[config.mk]
export PLATFORM = sky130hd
export DESIGN_NAME = frame_packetizer
export DESIGN_NICKNAME = d
export VERILOG_FILES = /design/src/rtl/frame_packetizer.sv
export SDC_FILE = /design/constraint.sdc
export NUM_CORES = 1
export LEC_CHECK = 0
export CAP_MARGIN = 20
export CORE_MARGIN = 1
export CORE_UTILIZATION = 55
export CTS_CLUSTER_SIZE = 30
export DETAILED_ROUTE_END_ITERATION = 6
export PLACE_DENSITY = 0.77
export SKIP_LAST_GASP = 1
export SYNTH_ARGS = -nofsm -noshare
export SYNTH_HDL_FRONTEND = slang
export SYNTH_SLANG_ARGS = --single-unit
export TNS_END_PERCENT = 50
[constraint.sdc]
create_clock -name clk -period 3.2 [get_ports clk]
set_input_delay 0.64 -clock clk [delete_from_list [all_inputs] [get_ports clk]]
set_output_delay 0.64 -clock clk [all_outputs]
set_load 0.01 [all_outputs]
[src/rtl/frame_packetizer.sv]
// frame_packetizer: buffers a captured raster frame in a small FIFO and emits it as one
// Avalon-ST video packet (type-0 header + WIDTH*HEIGHT pixels). Define FRAME_PACKETIZER_STATS_EN for frame/trunc counters.
//   state   | meaning
//   IDLE    | waiting for pix_vsync
//   HEADER  | presenting the header beat
//   PIXELS  | streaming FIFO pixels, or zero pads once the frame is truncated
module frame_packetizer #(
    parameter int WIDTH   = 320,
    parameter int HEIGHT  = 240,
    parameter int FIFO_AW = 4
) (
    input  logic        clk,
    input  logic        reset_n,
    input  logic [23:0] pix_data,
    input  logic        pix_valid,
    input  logic        pix_vsync,
    output logic [23:0] src_data,
    output logic        src_startofpacket,
    output logic        src_endofpacket,
    output logic        src_valid,
    input  logic        src_ready,
    output logic        busy,
    output logic        overflow
`ifdef FRAME_PACKETIZER_STATS_EN
    ,
    output logic [15:0] frame_count,
    output logic [15:0] trunc_count
`endif
);

    localparam int          DEPTH = 1 << FIFO_AW;
    localparam logic [23:0] TOTAL = 24'(WIDTH * HEIGHT);
    localparam logic [23:0] LAST  = TOTAL - 24'd1;

    typedef enum logic [1:0] {ST_IDLE, ST_HEADER, ST_PIXELS} state_t;

    state_t           state_q, state_d;
    logic [FIFO_AW:0] wr_ptr_q, wr_ptr_d, rd_ptr_q, rd_ptr_d;
    logic [23:0]      wr_cnt_q, wr_cnt_d, rd_cnt_q, rd_cnt_d;
    logic             cap_en_q, cap_en_d;
    logic             trunc_q, trunc_d;
    logic             overflow_q, overflow_d;
    logic [23:0]      mem_q [DEPTH];

    logic fifo_empty, fifo_full, vsync_busy, cap_active;
    logic pop, wr_en, ovf_hit, pix_hs, frame_done;

    assign fifo_empty = (wr_ptr_q == rd_ptr_q);
    assign fifo_full  = (wr_ptr_q[FIFO_AW] != rd_ptr_q[FIFO_AW]) &&
                        (wr_ptr_q[FIFO_AW-1:0] == rd_ptr_q[FIFO_AW-1:0]);

    // A vsync outside IDLE belongs to a frame we will not start, so its pixel is not captured.
    assign vsync_busy = pix_vsync && (state_q != ST_IDLE);
    assign cap_active = (cap_en_q || (state_q == ST_IDLE && pix_vsync)) && !vsync_busy;
    assign pop        = (state_q == ST_PIXELS) && !fifo_empty && src_ready;
    assign wr_en      = pix_valid && cap_active && (!fifo_full || pop);
    assign ovf_hit    = pix_valid && cap_active && fifo_full && !pop;
    assign pix_hs     = (state_q == ST_PIXELS) && src_valid && src_ready;
    assign frame_done = pix_hs && (rd_cnt_q == LAST);

    always_comb begin
        src_valid         = 1'b0;
        src_startofpacket = 1'b0;
        src_endofpacket   = 1'b0;
        src_data          = 24'h000000;
        case (state_q)
            ST_HEADER: begin
                src_valid         = 1'b1;
                src_startofpacket = 1'b1;
            end
            ST_PIXELS: begin
                src_valid       = !fifo_empty || trunc_q;
                src_data        = fifo_empty ? 24'h000000 : mem_q[rd_ptr_q[FIFO_AW-1:0]];
                src_endofpacket = src_valid && (rd_cnt_q == LAST);
            end
            default: ;
        endcase
    end

    assign busy     = (state_q != ST_IDLE);
    assign overflow = overflow_q;

    always_comb begin
        state_d    = state_q;
        wr_ptr_d   = wr_ptr_q + {{FIFO_AW{1'b0}}, wr_en};
        rd_ptr_d   = rd_ptr_q + {{FIFO_AW{1'b0}}, pop};
        wr_cnt_d   = wr_cnt_q + {23'd0, wr_en};
        rd_cnt_d   = rd_cnt_q + {23'd0, pix_hs};
        cap_en_d   = cap_en_q;
        trunc_d    = trunc_q;
        overflow_d = overflow_q | ovf_hit;
        if (state_q == ST_IDLE && pix_vsync) begin
            state_d  = ST_HEADER;
            cap_en_d = 1'b1;
        end
        if (state_q == ST_HEADER && src_ready) state_d = ST_PIXELS;
        if (wr_en && wr_cnt_q == LAST) cap_en_d = 1'b0;
        if (ovf_hit || vsync_busy) begin
            cap_en_d = 1'b0;
            trunc_d  = 1'b1;
        end
        if (frame_done) begin
            state_d  = ST_IDLE;
            wr_ptr_d = '0;
            rd_ptr_d = '0;
            wr_cnt_d = '0;
            rd_cnt_d = '0;
            cap_en_d = 1'b0;
            trunc_d  = 1'b0;
        end
    end

    always_ff @(posedge clk or negedge reset_n) begin
        if (!reset_n) begin
            state_q    <= ST_IDLE;
            wr_ptr_q   <= '0;
            rd_ptr_q   <= '0;
            wr_cnt_q   <= '0;
            rd_cnt_q   <= '0;
            cap_en_q   <= 1'b0;
            trunc_q    <= 1'b0;
            overflow_q <= 1'b0;
        end else begin
            state_q    <= state_d;
            wr_ptr_q   <= wr_ptr_d;
            rd_ptr_q   <= rd_ptr_d;
            wr_cnt_q   <= wr_cnt_d;
            rd_cnt_q   <= rd_cnt_d;
            cap_en_q   <= cap_en_d;
            trunc_q    <= trunc_d;
            overflow_q <= overflow_d;
        end
    end

    // Storage needs no reset: the pointers define what is valid.
    always_ff @(posedge clk) begin
        if (wr_en) mem_q[wr_ptr_q[FIFO_AW-1:0]] <= pix_data;
    end

`ifdef FRAME_PACKETIZER_STATS_EN
    logic [15:0] frame_count_q, frame_count_d, trunc_count_q, trunc_count_d;

    always_comb begin
        frame_count_d = frame_count_q;
        trunc_count_d = trunc_count_q;
        if (frame_done) begin
            frame_count_d = frame_count_q + 16'd1;
            if (trunc_q) trunc_count_d = trunc_count_q + 16'd1;
        end
    end

    always_ff @(posedge clk or negedge reset_n) begin
        if (!reset_n) begin
            frame_count_q <= '0;
            trunc_count_q <= '0;
        end else begin
            frame_count_q <= frame_count_d;
            trunc_count_q <= trunc_count_d;
        end
    end

    assign frame_count = frame_count_q;
    assign trunc_count = trunc_count_q;
`endif

endmodule

==> impl_metrics.tcl <==
set metrics [dict create \
    crit_buf_inv 5 \
    num-nets-final 1102 \
    dominantRegCellSynth "edfxtp_1" \
    row_count 65 \
    cts-root-buf "clkbuf_16" \
    setup_slack_ps -114.4 \
    timing_worst_slew_pin_value_ps 892.7 \
    synth.distinct_cells 40 \
    setup_tns_ps -574.7 \
    boundaryPins 58 \
    p_sw_uw 4907 \
    regArea_sq_mm 0.01312 \
    p_clk_share_pct 28.9 \
    grt_antenna_before_repair 1 \
    cts.clk_slew.worst_paths_ps 60 \
    cp-end-kind "output pin" \
    synth_commonest_cells "384 x edfxtp_1, 96 x mux4_2, 68 x nor2_1" \
    yosysMostFrequentCell "edfxtp_1" \
    slew_violations 0 \
    synth_top_family_by_area "multiplexers" \
    wl_um 39100 \
    place_congestion 0.7673 \
    fmax_mhz 301.7 \
    area_growth_pct 19.66 \
    cp-endpoint "src_data[17]" \
    finalSetupViolCount 14 \
    synthAdderAreaFrac_pct 0.7801 \
    switching_share_pct 28.86 \
    synth_xor_area_share_pct 2.730 \
    synth_area_leaders "edfxtp_1 65%, mux4_2 12%, dfrtp_1 8.9%" \
    worstSetupPathType "reg2out" \
    die_h_um 181.1 \
    clockBufferDepth 3 \
    drtIter0Drc 1094 \
    viasPerCell 6.163 \
    post-dp-hpwl_um 21120 \
    worstSetupStartpointType "flop" \
    holdCritPathClass "in2async" \
    utilization_pct 66.90 \
    synth_compound_area_share_pct 3.050 \
    track_usage_pct 24.40 \
    clkLatencyLatePin_ps 550 \
    drive_gt1_share_pct 27.37 \
    vdd_drop_max_uv 517.0 \
    setup.worst_path.start "rd_ptr_q[0]" \
    first_global_vias 9507 \
    numCtsBuffers 44 \
    period_minus_slack_ps 3314 \
    relSlewSlack_pct 40.48 \
    syn-num-nets 965 \
    netlist_instances 925 \
    r2r_end "rd_cnt_q[13]" \
    floorplan.initialDensity_pct 55.91 \
    period_share_pct 103.6 \
    power_uw 17000 \
    power_density_mw_per_mm2 805.4 \
    final_antenna_net_count 0 \
    avgRoutedWirePerCell_um 26.10 \
    skew_ps 18.88 \
    failed_checks "setup timing" \
    num_vias 9232 \
    antenna_cells 0 \
    cts_tree "built" \
    overflow 0 \
    cp_max_fo 6 \
    hold_buffers 0 \
    dr.pass1.iters 5 \
    synth_area_sq_mm 0.01764 \
    synth-edff-count 384 \
    leakage_uw 0.007203 \
    async_flop_share_pct 14.09 \
    path_cells "buf_4 > buf_4 > bufbuf_16 > buf_4 > mux4_2 > a22oi_2 > a21oi_2 > buf_2" \
    synth.avg_cell_area_sq_um 19.07 \
    die-area_sq_mm 0.03280 \
    cp.depth 8 \
    synthDominantCellAreaShare_pct 65.36 \
    multiInputGateArea_sq_mm 0.004542 \
    comb_power_share_pct 30.8 \
    rsz0062_at_grt "true" \
    cp_slowest_cell "dfrtp_4" \
    seqPwrFrac_pct 40.3 \
    core_sq_mm 0.03156 \
    outcome "finished with violations" \
    cpLargestDelayFamily "buffers and inverters" \
    cts_max_level 2 \
    rr_startpoint "rd_ptr_q[0]" \
    p_int_uw 12090 \
    cp.required_ps 2560 \
    yosys_warnings 0 \
    grt_max_degree 69 \
    synth-simple-area-share_pct 5.348 \
    synth_top_area_cell "edfxtp_1" \
    holdWs_ps 223.4 \
    die_w_um 181.1 \
    arrival_ps 2670 \
    synth.area.mux_share_pct 12.32 \
    ys_ff_latch 447 \
    hold_viol 0 \
    num-fill-cells 1970 \
    reg2regPathDepth 12 \
    path_common_cell "buf_4" \
    port_buffers 57 \
    seq_area_frac_synth_pct 74.30 \
    max_cap_violations 0 \
    ff2ff_setup_slack_ps 550 \
    grt_pass1_wl_um 58490 \
    crit_path_max_incr_delay_ps 540 \
    numClockSinks 447 \
    drc 0 \
]
-- layout make-up --
type | instances | share of cell area (%)
Tap cell | 402 | 2.383
Clock buffer | 56 | 5.477
Clock inverter | 24 | 0.9661
Multi-Input combinational cell | 427 | 21.52
Sequential cell | 447 | 62.13
Inverter | 5 | 0.08890
Timing Repair Buffer | 137 | 7.438
-- layer usage --
layer  up-vias  share of wire (%)  global-route usage [%]
met5         -              0.033                       0
met2       377                 51                   41.35
met1      4787                 39                   32.53
li1       3994                  -                       -
met3        72                7.0                   3.971
met4         2                2.7                   8.000
-- cells in the final DEF (no fill, tap or decap), types with 7 or more instances in the layout --
cell             netlist  routed
a22oi_1               49      29
a22oi_2                0      20
a21oi_1               24      19
nor3_1                11       7
clkinv_1               0      11
mux4_2                96      96
xor2_1                23      23
buf_12                 0      15
nand3_1               21      21
clkbuf_1              21      11
nor2_4                 0      12
buf_16                 0       8
nor2_1                68      55
nor2b_1               12      10
buf_4                  3      52
clkbuf_16              0      45
xnor2_1               32      32
dlygate4sd2_1          0      13
edfxtp_1             384     384
nand2_1               27      26
ha_1                  11      11
clkdlybuf4s50_1        0      32
nand4_1               16      16
dfrtp_1               63      60
-- how the worst min path moves through the flow --
stage / to / cells past startpoint / slack [ps] / startpoint
after detailed placement: rd_cnt_q[23] / 1 / 470 / rd_cnt_q[23]
after global placement: overflow / 1 / 460 / overflow
after floorplan: cap_en_q / 0 / 340 / reset_n
after CTS: trunc_q / 1 / 230 / reset_n
final: wr_cnt_q[6] / 1 / 220 / reset_n
after global routing: wr_cnt_q[6] / 1 / 280 / reset_n
-- power by group through the flow --
stage	clock network (uW)	logic (uW)	registers (uW)
detailed placement	0	4450	6960
global placement	0	4380	6950
floorplan	0	2870	6860
global route	5190	5540	6880
finish	4910	5240	6860
CTS	4950	5100	6860
-- state kept, by name (all words and copies together) (netlist names), 2 cells and up --
| signal | cells |
|---|---|
| rd_cnt_q | 24 |
| wr_cnt_q | 24 |
| wr_ptr_q | 5 |
| rd_ptr_q | 5 |
| state_q | 2 |
| mem_q | 384 |
-- through the flow --
stage          cells  cell area [sq um]  setup slack, ps
3_5_place_dp    1397              19250            132.1
2_1_floorplan    925              17650           -253.8
3_3_place_gp    1397              19250            148.4
4_1_cts         1495              21030           -173.5
6_report        1498              21110           -114.4
5_1_grt         1498              21110           -169.0
-- what timing repair did --
item / 4_1_cts / 5_1_grt
buffers inserted: 12 / 2
resized for setup: 61 / 19
pin swaps: 5 / 4
cloned: 6 / 1
endpoints found under the setup margin: 26 / 26
-- cell families after synthesis --
group | Yosys count
buffers and inverters | 51
adders and majority gates | 11
xor gates and xnor gates | 55
and+or+nand+nor | 185
DFF | 447
muxes | 97
AOI/OAI and AO/OA | 79
(Power assumes the default switching activity.)
